`src/rtl/hazard_pkg.sv`:
```
// -----------------------------------------------------------------------------
// hazard_pkg : shared constants, FSM state type and saturating increment
// Rev 1.0 : initial release
// -----------------------------------------------------------------------------
`default_nettype none

package hazard_pkg;

  localparam logic [1:0] FWD_NONE = 2'b00;
  localparam logic [1:0] FWD_WB   = 2'b01;
  localparam logic [1:0] FWD_MEM  = 2'b10;

  typedef enum logic [0:0] {
    IDLE     = 1'b0,
    LU_STALL = 1'b1
  } lu_state_t;

  // Increment v, clamping at the all-ones value of a w-bit counter.
  function automatic logic [63:0] sat_inc(input logic [63:0] v, input int unsigned w);
    logic [63:0] top;
    top = (w >= 64) ? '1 : ((64'd1 << w) - 64'd1);
    return (v >= top) ? top : v + 64'd1;
  endfunction

endpackage

`default_nettype wire

```
`src/rtl/fwd_select.sv`:
```
// -----------------------------------------------------------------------------
// fwd_select : EX operand forward select for one source register
// Rev 1.0 : initial release
// -----------------------------------------------------------------------------
`default_nettype none

module fwd_select
  import hazard_pkg::*;
#(
  parameter int REG_AW = 5
) (
  input  logic [REG_AW-1:0] src,
  input  logic [REG_AW-1:0] mem_rd,
  input  logic              mem_regwrite,
  input  logic              mem_memread,
  input  logic [REG_AW-1:0] wb_rd,
  input  logic              wb_regwrite,
  output logic [1:0]        sel
);

  logic mem_hit;
  logic wb_hit;

  // A load still in MEM has no data yet, so it can never be a forward source.
  assign mem_hit = mem_regwrite & ~mem_memread & (mem_rd != '0) & (mem_rd == src);
  assign wb_hit  = wb_regwrite & (wb_rd != '0) & (wb_rd == src);

  always_comb begin
    sel = FWD_NONE;
    if (mem_hit)     sel = FWD_MEM;
    else if (wb_hit) sel = FWD_WB;
  end

endmodule

`default_nettype wire

```
`src/rtl/hazard_fwd_unit.sv`:
```
// -----------------------------------------------------------------------------
// hazard_fwd_unit : EX forwarding, WB->ID bypass, load-use stall FSM, counters
// Rev 1.0 : initial release
// -----------------------------------------------------------------------------
`default_nettype none

module hazard_fwd_unit
  import hazard_pkg::*;
#(
  parameter int REG_AW     = 5,
  parameter int LOAD_STALL = 1,
  parameter int WB_BYPASS  = 1,
  parameter int CNT_W      = 16
) (
  input  logic              clk,
  input  logic              rst_n,
  input  logic [REG_AW-1:0] id_rs,
  input  logic [REG_AW-1:0] id_rt,
  input  logic              id_use_rs,
  input  logic              id_use_rt,
  input  logic [REG_AW-1:0] ex_rs,
  input  logic [REG_AW-1:0] ex_rt,
  input  logic [REG_AW-1:0] ex_rd,
  input  logic              ex_regwrite,
  input  logic              ex_memread,
  input  logic [REG_AW-1:0] mem_rd,
  input  logic              mem_regwrite,
  input  logic              mem_memread,
  input  logic [REG_AW-1:0] wb_rd,
  input  logic              wb_regwrite,
  input  logic              hold,
  input  logic              flush,
  input  logic              cnt_clr,
  output logic [1:0]        fwd_a,
  output logic [1:0]        fwd_b,
  output logic              id_byp_a,
  output logic              id_byp_b,
  output logic              stall,
  output logic              bubble_ex,
  output logic [CNT_W-1:0]  stall_cnt,
  output logic [CNT_W-1:0]  fwd_cnt
);

  logic [1:0] sel_a;
  logic [1:0] sel_b;
  logic       lu_hit;
  logic       stall_now;
  lu_state_t  state;
  logic [2:0] bcnt;

  fwd_select #(.REG_AW(REG_AW)) u_fwd_a (
    .src(ex_rs), .mem_rd(mem_rd), .mem_regwrite(mem_regwrite), .mem_memread(mem_memread),
    .wb_rd(wb_rd), .wb_regwrite(wb_regwrite), .sel(sel_a)
  );

  fwd_select #(.REG_AW(REG_AW)) u_fwd_b (
    .src(ex_rt), .mem_rd(mem_rd), .mem_regwrite(mem_regwrite), .mem_memread(mem_memread),
    .wb_rd(wb_rd), .wb_regwrite(wb_regwrite), .sel(sel_b)
  );

  assign fwd_a = rst_n ? sel_a : FWD_NONE;
  assign fwd_b = rst_n ? sel_b : FWD_NONE;

  generate
    if (WB_BYPASS != 0) begin : g_byp
      logic wb_valid;
      assign wb_valid = rst_n & wb_regwrite & (wb_rd != '0);
      assign id_byp_a = wb_valid & id_use_rs & (wb_rd == id_rs);
      assign id_byp_b = wb_valid & id_use_rt & (wb_rd == id_rt);
    end else begin : g_no_byp
      assign id_byp_a = 1'b0;
      assign id_byp_b = 1'b0;
    end
  endgenerate

  assign lu_hit = ex_memread & ex_regwrite & (ex_rd != '0) &
                  ((id_use_rs & (ex_rd == id_rs)) | (id_use_rt & (ex_rd == id_rt)));

  // The first bubble is raised combinationally in IDLE; LU_STALL covers the rest.
  assign stall_now = rst_n & ~flush & ((state == LU_STALL) | lu_hit);
  assign stall     = stall_now;
  assign bubble_ex = stall_now;

  always_ff @(posedge clk or negedge rst_n) begin
    if (!rst_n) begin
      state <= IDLE;
      bcnt  <= '0;
    end else if (flush) begin
      state <= IDLE;
      bcnt  <= '0;
    end else if (!hold) begin
      case (state)
        IDLE: begin
          if (lu_hit && (LOAD_STALL > 1)) begin
            state <= LU_STALL;
            bcnt  <= 3'(LOAD_STALL - 1);
          end
        end
        LU_STALL: begin
          if (bcnt == 3'd1) begin
            state <= IDLE;
            bcnt  <= '0;
          end else begin
            bcnt <= bcnt - 3'd1;
          end
        end
        default: begin
          state <= IDLE;
          bcnt  <= '0;
        end
      endcase
    end
  end

  always_ff @(posedge clk or negedge rst_n) begin
    if (!rst_n) begin
      stall_cnt <= '0;
      fwd_cnt   <= '0;
    end else if (cnt_clr) begin
      stall_cnt <= '0;
      fwd_cnt   <= '0;
    end else if (!hold) begin
      if (stall_now)
        stall_cnt <= CNT_W'(sat_inc(64'(stall_cnt), CNT_W));
      if ((fwd_a != FWD_NONE) || (fwd_b != FWD_NONE))
        fwd_cnt <= CNT_W'(sat_inc(64'(fwd_cnt), CNT_W));
    end
  end

endmodule

`default_nettype wire

```
`config.mk`:
```
export PLATFORM = sky130hd
export DESIGN_NAME = hazard_fwd_unit
export DESIGN_NICKNAME = d
export VERILOG_FILES = /design/src/rtl/hazard_pkg.sv /design/src/rtl/fwd_select.sv /design/src/rtl/hazard_fwd_unit.sv
export SDC_FILE = /design/constraint.sdc
export NUM_CORES = 1
export LEC_CHECK = 0
export ABC_AREA = 1
export CORE_ASPECT_RATIO = 0.5
export CORE_UTILIZATION = 54
export CTS_CLUSTER_SIZE = 10
export DETAILED_ROUTE_END_ITERATION = 10
export PLACE_DENSITY = 0.95
export SLEW_MARGIN = 30
export SYNTH_ARGS = -nofsm -noshare
export SYNTH_HDL_FRONTEND = slang
export SYNTH_SLANG_ARGS = --single-unit
```
`constraint.sdc`:
```
create_clock -name clk -period 4.2 [get_ports clk]
set_input_delay 0.84 -clock clk [delete_from_list [all_inputs] [get_ports clk]]
set_output_delay 0.84 -clock clk [all_outputs]
set_load 0.02 [all_outputs]
```
-- Yosys cells after proc, flatten, opt, wreduce, memory -nomap -nowiden
Cells that the tools add are included.
- word-level logic and storage cells: 78
- flip-flop bits (word level): 36
- memory bits (read-only): 0
- input port bits: 47
- memories: 0
- output and inout bits: 40
- latch bits: 0
- bits in writable memories: 0
- add/subtract/negate cells: 3
- mux-type cells: 22
- bitwise operators: 24
- shift operators: 0
- reductions and logical operators: 12
- $lt $le $gt $ge: 2
- divide/modulo/power cells: 0
- equality and inequality tests: 11
- $mul: 0
- operators by type and width (cell ; count):
    $mux W16 ; 8
    $eq A5 B5 Y1 ; 8
    $add A16 B1 Y16 const B ; 2
    $ge A16 B16 Y1 const B ; 2
    $and A1 B1 Y1 ; 20
    $reduce_bool A5 Y1 ; 3
    $mux W3 ; 4
    $reduce_bool A2 Y1 ; 5
    $mux W2 ; 4
    $mux W1 ; 6
    $reduce_and A2 Y1 ; 3
    $ne A2 B1 Y1 const B ; 2
    $eq A3 B1 Y1 const B ; 1
    $sub A3 B1 Y3 const B ; 1
    $not A1 Y1 ; 2
    $or A1 B1 Y1 ; 2
    $logic_or A1 B1 Y1 ; 1

-- Logic depth before layout (Yosys ltp)
Gate-level depths: netlist (run 1).
- depth in word-level cells: 11
- depth in mapped cells: 14
- depth with buffers taken out: 12

-- Hierarchy
Synthesis (run 1) repeated with hierarchy kept, for this count alone.
- cells, all modules: 524
- area total of the unflattened synthesis: 3159.3 um^2
- by module, submodules not included (module ; times used ; cells an instance ; area an instance (um^2) ; sequential area each (um^2)):
    hazard_fwd_unit ; 1 ; 406 ; 2686.3 ; 900.9
    fwd_select ; 2 ; 59 ; 236.5 ; 0.0

-- Least setup slack after synthesis (run 1)
OpenSTA, ideal clock, no wires.
- path kind: input-to-output
- start point: in ex_rd[2]
- end point: out stall
- slack: 1.320 ns
- path buffers: 1
- arrival time: 2.040 ns
- required time: 3.360 ns
- cell stages on the path: 9
- path through: inv_1 nand2_1 nand2_1 nor2_1 nand3_1 nand2_1 nand2_1 a21boi_0 buf_4
- word-level cells in the longest chain between the ends: 6
- elaborated cells between the ends (all ways): 10
- classes of those cells: 2 x eq/ne; 7 x bitwise; 1 x reduce/logical
- ends and longest elaborated chain (element ; RTL line ; RTL):
    start: declaration ; hazard_fwd_unit.sv:23 ; input logic [REG_AW-1:0] ex_rd,
    $eq A5 B5 Y1 ; hazard_fwd_unit.sv:77 ; ((id_use_rs & (ex_rd == id_rs)) | (id_use_rt & (ex_rd == id_rt)));
    $and A1 B1 Y1 ; hazard_fwd_unit.sv:77 ;
    $or A1 B1 Y1 ; hazard_fwd_unit.sv:77 ;
    $and A1 B1 Y1 * ; hazard_fwd_unit.sv:76 ; assign lu_hit = ex_memread & ex_regwrite & (ex_rd != '0) &
    $or A1 B1 Y1 * ; hazard_fwd_unit.sv:80 ; assign stall_now = rst_n & ~flush & ((state == LU_STALL) | lu_hit);
    $and A1 B1 Y1 * ; hazard_fwd_unit.sv:80 ;
    end: declaration ; hazard_fwd_unit.sv:38 ; output logic stall,
Every way passes the cells marked *; elsewhere a longest branch is shown, timed or not.

-- Worst setup path in the final report (run 1)
- start point: in id_rt[4]
- end point: out bubble_ex
- word-level cells in the longest chain between the ends: 6
- ends and longest elaborated chain (element ; RTL line ; RTL):
    start: declaration ; hazard_fwd_unit.sv:18 ; input logic [REG_AW-1:0] id_rt,
    $eq A5 B5 Y1 ; hazard_fwd_unit.sv:77 ;
    $and A1 B1 Y1 ; hazard_fwd_unit.sv:77 ;
    $or A1 B1 Y1 ; hazard_fwd_unit.sv:77 ;
    $and A1 B1 Y1 ; hazard_fwd_unit.sv:76 ;
    $or A1 B1 Y1 ; hazard_fwd_unit.sv:80 ;
    $and A1 B1 Y1 ; hazard_fwd_unit.sv:80 ;
    end: declaration ; hazard_fwd_unit.sv:39 ; output logic bubble_ex,
No other way between the ends.

==> load_flow_metrics.sql, run 1 <==
INSERT INTO impl_metrics (metric_group, metric, value, unit) VALUES
('timing', 'post-route-worst-setup-slack', '599', 'ps'),
('yosys', 'synth_compound_area_share', '7.22', '%'),
('clock_tree', 'cts_setup_buffers', '0', ''),
('clock_tree', 'cts-root-to-sink-buffers', '2', ''),
('layout', 'final_cell_count_no_fill', '694', ''),
('pwr', 'switching_share', '27.8', '%'),
('critical_path', 'rr_worst_depth', '9', ''),
('pwr', 'pwr-share-comb', '20.9', '%'),
('yosys', 'cells_after_synth', '527', ''),
('timing', 'clock.fmax', '0.278', 'GHz'),
('flow_run', 'max-cap-violations', '0', ''),
('route', 'wl', '9060', 'um'),
('critical_path', 'path_class', 'in2out', ''),
('critical_path', 'startpoint_type', 'primary input', ''),
('clock_tree', 'sinks_on_clock_net', '36', ''),
('critical_path', 'cp_max_fo', '3', ''),
('route', 'drc', '0', ''),
('die', 'floorplan.initialDensity', '58.7', '%'),
('die', 'row_count', '19', ''),
('clock_tree', 'clk_latency', '280', 'ps'),
('die', 'fp.dieW', '114', 'um'),
('route', 'ant_nets', '0', ''),
('timing', 'rsz0062_at_grt', 'false', ''),
('pwr', 'power.internal', '0.657', 'mW'),
('timing', 'finalSetupTns', '0', 'ps'),
('grt', 'grt_max_degree', '24', ''),
('critical_path', 'rrSetupSlack', '2210', 'ps'),
('route', 'detail_route.wirelength.met1', '4000', 'um'),
('critical_path', 'path_cells', 'clkdlybuf4s50_1, inv_1, nand2_1, nand2_1, nor2_1, nand3_1, nand2_1, nand2_1, a21boi_0, clkdlybuf4s50_1', ''),
('pwr', 'p_leak', '2.25', 'nW'),
('die', 'die_area', '6560', 'sq um'),
('grt', 'globalRouteOverflowTotal', '0', ''),
('timing', 'final_max_slew_viol_count', '0', ''),
('critical_path', 'crit_end', 'bubble_ex', ''),
('timing', 'setup_violations', '0', ''),
('route', 'num_vias', '3686', ''),
('yosys', 'post_synth_xor_area_fraction', '6.77', '%'),
('place', 'place_ws', '573', 'ps'),
('route', 'highest_metal_layer_used_by_the_detailed_router', 'met4', ''),
('yosys', 'mappedNetlistNets', '578', ''),
('critical_path', 'worst_r2r_endpoint', 'fwd_cnt[11]$_DFFE_PN0P_', ''),
('timing', 'final.setup_skew', '4.28', 'ps'),
('layout', 'layout-drive-gt1-share', '7.87', '%'),
('yosys', 'synth-warning-count', '0', ''),
('run_status', 'run_status', 'finished, final reports clean', ''),
('critical_path', 'timing.critical_path.slowest_stage_cell', 'sky130_fd_sc_hd__clkdlybuf4s50_1', ''),
('place', 'i_o_buffers', '86', ''),
('route', 'viasPerCell', '5.31', ''),
('clock_tree', 'cts-buffers-inserted', '5', ''),
('yosys', 'synth_top_family_by_area', 'simple AND/OR/NAND/NOR gates', ''),
('grt', 'first_global_vias', '3399', ''),
('critical_path', 'cp_data_required_time', '3360', 'ps'),
('pwr', 'clock_power_share', '39.1', '%'),
('critical_path', 'worst_path_largest_cell_delay', '660', 'ps'),
('die', 'dieHeight', '57.8', 'um'),
('critical_path', 'crit_path_start', 'id_rt[4]', ''),
('route', 'drt-wirelength-per-cell', '13.1', 'um'),
('timing', 'final.period_utilization', '85.7', '%'),
('critical_path', 'worst-endpoint-arrival', '2760', 'ps'),
('yosys', 'syn_area', '3360', 'sq um'),
('critical_path', 'timing.critical_path.depth', '10', ''),
('hold_path', 'hold_class', 'in2async', ''),
('grt', 'number_of_antenna_violations_at_the_first_check_in_global_routing', '0', ''),
('route', 'met2_wirelength', '4230', 'um'),
('place', 'placed_cells_incl_taps', '687', ''),
('layout', 'finalNetCount', '661', ''),
('critical_path', 'combined_buffer_and_inverter_count_along_the_critical_path', '3', ''),
('clock_tree', 'cts_root_buffer', 'sky130_fd_sc_hd__clkbuf_16', ''),
('clock_tree', 'cts_tree', 'built', ''),
('die', 'core_area', '5730', 'sq um'),
('yosys', 'yosys_register_bits', '36', '');
## power by group through the flow
stage / registers, mW / logic [mW] / clock network (mW)
3_5_place_dp: 0.369 / 0.188 / 0
2_1_floorplan: 0.374 / 0.0927 / 0
3_3_place_gp: 0.369 / 0.184 / 0
5_1_grt: 0.364 / 0.210 / 0.377
6_report: 0.363 / 0.190 / 0.356
4_1_cts: 0.363 / 0.190 / 0.355
## worst min path at each step
stage	endpoint	slack, ps
after floorplan	state$_DFFE_PN0P_	470
after global placement	state$_DFFE_PN0P_	500
after detailed placement	state$_DFFE_PN0P_	500
after CTS	stall_cnt[8]$_DFFE_PN0P_	460
after global routing	stall_cnt[8]$_DFFE_PN0P_	480
final	stall_cnt[8]$_DFFE_PN0P_	450
## layout by cell type (no fill, tap or decap), types with 3 or more instances in the layout
cell type,count
sky130_fd_sc_hd__nor3_1,7
sky130_fd_sc_hd__xnor2_1,13
sky130_fd_sc_hd__o211ai_1,3
sky130_fd_sc_hd__nand2_2,3
sky130_fd_sc_hd__nor2_2,3
sky130_fd_sc_hd__clkbuf_16,5
sky130_fd_sc_hd__inv_2,9
sky130_fd_sc_hd__dfrtp_1,36
sky130_fd_sc_hd__buf_4,3
sky130_fd_sc_hd__a21oi_1,5
sky130_fd_sc_hd__nand4_1,13
sky130_fd_sc_hd__a21oi_2,9
sky130_fd_sc_hd__xor2_1,13
sky130_fd_sc_hd__o21ai_0,11
sky130_fd_sc_hd__nor2_1,44
sky130_fd_sc_hd__nand3_1,63
sky130_fd_sc_hd__clkdlybuf4s50_1,85
sky130_fd_sc_hd__inv_1,67
sky130_fd_sc_hd__nand2_1,182
sky130_fd_sc_hd__nor3_4,3
sky130_fd_sc_hd__ha_1,4
## kinds of logic after synthesis
kind of cell / Yosys count
AOI/OAI and AO/OA: 35
xor gates and xnor gates: 26
adders and majority gates: 4
buffers and inverters: 89
DFF: 36
and+or+nand+nor: 337
## cells in the mapped netlist, drive strengths merged
library cell  number  area (sq um)
dfrtp             36           901
and3               1          6.26
xor2              13           114
o211ai             3          22.5
clkbuf             3          11.3
nor2              48           204
inv               76           285
nand3             66           360
a21oi             14           104
a21boi             1          7.51
a211oi             1          7.51
nor3              12           104
nand2            187           724
nand4             14          93.8
or2                2          12.5
ha                 4          50.1
nand3b             2          15.0
nor4               3          25.0
xnor2             13           114
o2111ai            2          17.5
o21ai             13          65.1
buf               10          83.8
nor3b              2          15.0
o21bai             1          18.8
## worst reg2reg max path, stage by stage, from the launching register on
cell and delay [ps]:
sky130_fd_sc_hd__dfrtp_1 450, sky130_fd_sc_hd__ha_1 220, sky130_fd_sc_hd__nand3_1 190, sky130_fd_sc_hd__nor3_4 300, sky130_fd_sc_hd__nand3_4 290, sky130_fd_sc_hd__nand2_1 160
sky130_fd_sc_hd__nand2_1 50, sky130_fd_sc_hd__inv_1 90, sky130_fd_sc_hd__nand3_1 90, sky130_fd_sc_hd__nand2_1 90
## layer usage
metal,vias to the layer above,GRT usage [%]
met5,-,0
met4,0,9.02
met3,14,5.02
met2,157,50.6
met1,1678,38.7
li1,1837,-
## flip-flops by register name (all words and copies together), names as in the netlist
signal and cells:
fwd_cnt 16, stall_cnt 16, bcnt 3, state 1
## per-stage QoR
stage	hold WS (ps)	total power [mW]
CTS	464	0.908
detailed placement	502	0.557
global route	477	0.951
global placement	495	0.552
floorplan	471	0.466
finish	454	0.909
## final cells by class
cell class	count	area, sq um	share of cell area, %
well taps	84	105	2.40
flip-flops and latches	36	901	20.5
inverters	76	285	6.51
clock buffers	6	129	2.94
multi-input cells	402	2080	47.5
clock inverters	1	5.00	0.114
repair buffers	89	878	20.0
Power figures use the tool's default switching activity.
==> run 2, diff against run 1 <==
--- a/config.mk
+++ b/config.mk
@@ -7,9 +7,11 @@
 export LEC_CHECK = 0
 export ABC_AREA = 1
 export CORE_ASPECT_RATIO = 0.5
+export CORE_MARGIN = 2
 export CORE_UTILIZATION = 54
 export CTS_CLUSTER_SIZE = 10
 export DETAILED_ROUTE_END_ITERATION = 10
+export GPL_ROUTABILITY_DRIVEN = 0
 export PLACE_DENSITY = 0.95
 export SLEW_MARGIN = 30
 export SYNTH_ARGS = -nofsm -noshare
==> run 2 against run 1 <==
  * Die area up 5.3%
  * Clock-buffer cell count is 1 lower
  * Non-clock buffer count decreased by 1
  * Clock power up 22%
  * Combinational power barely moved
  * First-iteration DRC count is 47% higher
  * Clock skew is 3.0 ps higher
  * Critical path depth unchanged
  * Highest routed layer unchanged
==> load_flow_metrics.sql, run 2 (synthesis gave the netlist of run 1 again) <==
INSERT INTO impl_metrics (metric_group, metric, value, unit) VALUES
('pwr', 'switching_share', '27.4', '%'),
('critical_path', 'timing.critical_path.slowest_stage_cell', 'sky130_fd_sc_hd__clkdlybuf4s50_1', ''),
('clock_tree', 'htreeDepth', '2', ''),
('grt', 'globalRouteOverflowTotal', '0', ''),
('layout', 'mostFrequentLayoutCell', 'sky130_fd_sc_hd__nand2_1', ''),
('timing', 'final.period_utilization', '87.1', '%'),
('critical_path', 'cp_max_fo', '3', ''),
('grt', 'grt_use_total', '27.9', '%'),
('route', 'number_of_detailed_routing_iterations_run_before_antenna_repair', '7', ''),
('clock_tree', 'clk_latency', '290', 'ps'),
('grt', 'gr-usage-met2', '48.6', '%'),
('layout', 'layout-drive-gt1-share', '8.03', '%'),
('die', 'floorplan.initialDensity', '55.7', '%'),
('critical_path', 'path_cells', 'clkdlybuf4s50_1, inv_1, nand2_1, nand2_1, nor2_1, nand3_1, nand2_1, nand2_1, a21boi_0, clkdlybuf4s50_1', ''),
('pwr', 'sequentialPowerShare', '36.7', '%'),
('grt', 'number_of_antenna_violations_at_the_first_check_in_global_routing', '0', ''),
('place', 'i_o_buffers', '86', ''),
('timing', 'clock.fmax', '0.273', 'GHz'),
('critical_path', 'worst-endpoint-arrival', '2820', 'ps'),
('layout', 'largestRegisters', 'fwd_cnt: 16 flops, stall_cnt: 16 flops, bcnt: 3 flops', ''),
('pwr', 'power_switching', '0.271', 'mW'),
('critical_path', 'worst_path_largest_cell_delay', '660', 'ps'),
('critical_path', 'cp_data_required_time', '3360', 'ps'),
('timing', 'finalSetupTns', '0', 'ps'),
('grt', 'grt_use_met1', '35.8', '%'),
('pwr', 'clock_power_share', '44.0', '%'),
('pwr', 'pwr-share-comb', '19.3', '%'),
('critical_path', 'timing.critical_path.mode_cell', 'sky130_fd_sc_hd__nand2_1', ''),
('timing', 'rsz0062_at_grt', 'false', ''),
('pwr', 'power.internal', '0.719', 'mW'),
('timing', 'final_max_slew_viol_count', '0', ''),
('grt', 'grt_pass1_wl', '15200', 'um'),
('layout', 'finalNetCount', '660', ''),
('layout', 'antenna_cells_inserted', '0', ''),
('timing', 'timing.slew.headroom', '49.6', '%'),
('timing', 'period_minus_slack', '3660', 'ps'),
('die', 'row_count', '20', ''),
('layout', 'final_util', '73.2', '%'),
('timing', 'hold_violations', '0', ''),
('run_status', 'run_status', 'finished, final reports clean', ''),
('route', 'drc', '0', ''),
('die', 'io-pin-count', '87', ''),
('hold_path', 'hold_class', 'in2async', ''),
('layout', 'area_growth', '31.3', '%'),
('layout', 'layout_common_cells', 'sky130_fd_sc_hd__nand2_1 (182), sky130_fd_sc_hd__clkdlybuf4s50_1 (85), sky130_fd_sc_hd__inv_1 (67)', ''),
('layout', 'final_cell_count_no_fill', '698', ''),
('place', 'detailedPlacementHpwl', '6820', 'um'),
('critical_path', 'critPathCaptureType', 'output pin', ''),
('timing', 'final.setup_skew', '7.26', 'ps'),
('route', 'ant_nets', '0', ''),
('die', 'fp.dieW', '116', 'um'),
('die', 'die_area', '6910', 'sq um'),
('timing', 'setup_violations', '0', ''),
('pwr', 'p_leak', '2.26', 'nW'),
('pwr', 'ir_drop', '0.150', 'mV'),
('grt', 'grt_use_met3', '5.27', '%'),
('clock_tree', 'post_cts_hold_buffer_count', '0', ''),
('clock_tree', 'clkSlewWorstSetupHoldPaths', '60', 'ps'),
('die', 'core_area', '6030', 'sq um'),
('route', 'drt_iter0_drc', '327', ''),
('route', 'drt-wirelength-per-cell', '13.3', 'um'),
('route', 'viasPerCell', '5.35', ''),
('clock_tree', 'sinks_on_clock_net', '36', ''),
('flow_run', 'max-cap-violations', '0', ''),
('clock_tree', 'cts_root_buffer', 'sky130_fd_sc_hd__clkbuf_16', ''),
('critical_path', 'startpoint_type', 'primary input', ''),
('die', 'dieHeight', '59.8', 'um'),
('timing', 'worst-slew-pin-transition', '755', 'ps'),
('critical_path', 'path_class', 'in2out', ''),
('grt', 'grt_max_degree', '34', ''),
('clock_tree', 'cts_setup_buffers', '0', ''),
('grt', 'first_global_vias', '3363', ''),
('route', 'wl', '9310', 'um'),
('clock_tree', 'cts_resizes', '0', ''),
('timing', 'final.hold.worst_slack', '407', 'ps'),
('clock_tree', 'cts-buffers-inserted', '5', ''),
('clock_tree', 'cts_tree', 'built', ''),
('place', 'placed_cells_incl_taps', '690', ''),
('pwr', 'power_density', '224', 'nW/um^2'),
('route', 'num_vias', '3736', ''),
('grt', 'grt_busiest_layer', 'met2', ''),
('clock_tree', 'cts-root-to-sink-buffers', '2', '');
## run 2: cell type report
type | count | area (sq um)
flip-flops and latches | 36 | 901
repair buffers | 88 | 871
inverters | 76 | 285
multi-input cells | 402 | 2080
fillers | 469 | 1620
well taps | 88 | 110
clock inverters | 3 | 42.5
clock buffers | 5 | 125
## run 2: path summary, 6_finish.rpt
kind                                             end  cells after the start                      from  slack (ps)
setup / recovery                           bubble_ex                     10                  id_rs[2]         540
max in group asynchronous     fwd_cnt[3]$_DFFE_PN0P_                      2                     rst_n        3100
hold / removal             stall_cnt[12]$_DFFE_PN0P_                      1                     rst_n         410
hold reg to reg                    state$_DFFE_PN0P_                      2         state$_DFFE_PN0P_         540
setup reg to reg           stall_cnt[13]$_DFFE_PN0P_                      7  stall_cnt[0]$_DFFE_PN0P_        2210
min in group clk                   state$_DFFE_PN0P_                      2         state$_DFFE_PN0P_         540
## run 2: metrics by stage
step / total power [mW] / setup WS (ps) / instance area, sq um
floorplan: 0.466 / 1320 / 3360
global placement: 0.552 / 591 / 4250
detailed placement: 0.558 / 575 / 4250
CTS: 0.987 / 565 / 4420
global route: 1.03 / 413 / 4420
finish: 0.990 / 541 / 4420
## run 2: per-layer routing
metal  share of wire [%]  vias up
li1                    -     1837
met1                  43     1739
met2                  48      142
met3                 7.2       18
met4                 1.6        0
met5                   0        -
## run 2: worst max-delay path: cells and delay by family
kind / cells / cell delay (ps)
buffers and inverters: 3 / 1280
and+or+nand+nor: 6 / 450
AOI/OAI and AO/OA: 1 / 250
## run 2: power groups by stage
stage,registers [mW],logic (mW),clock network [mW]
after floorplan,0.374,0.0927,0
after global placement,0.369,0.183,0
after detailed placement,0.369,0.189,0
after CTS,0.363,0.190,0.433
after global routing,0.364,0.212,0.451
final,0.363,0.191,0.436
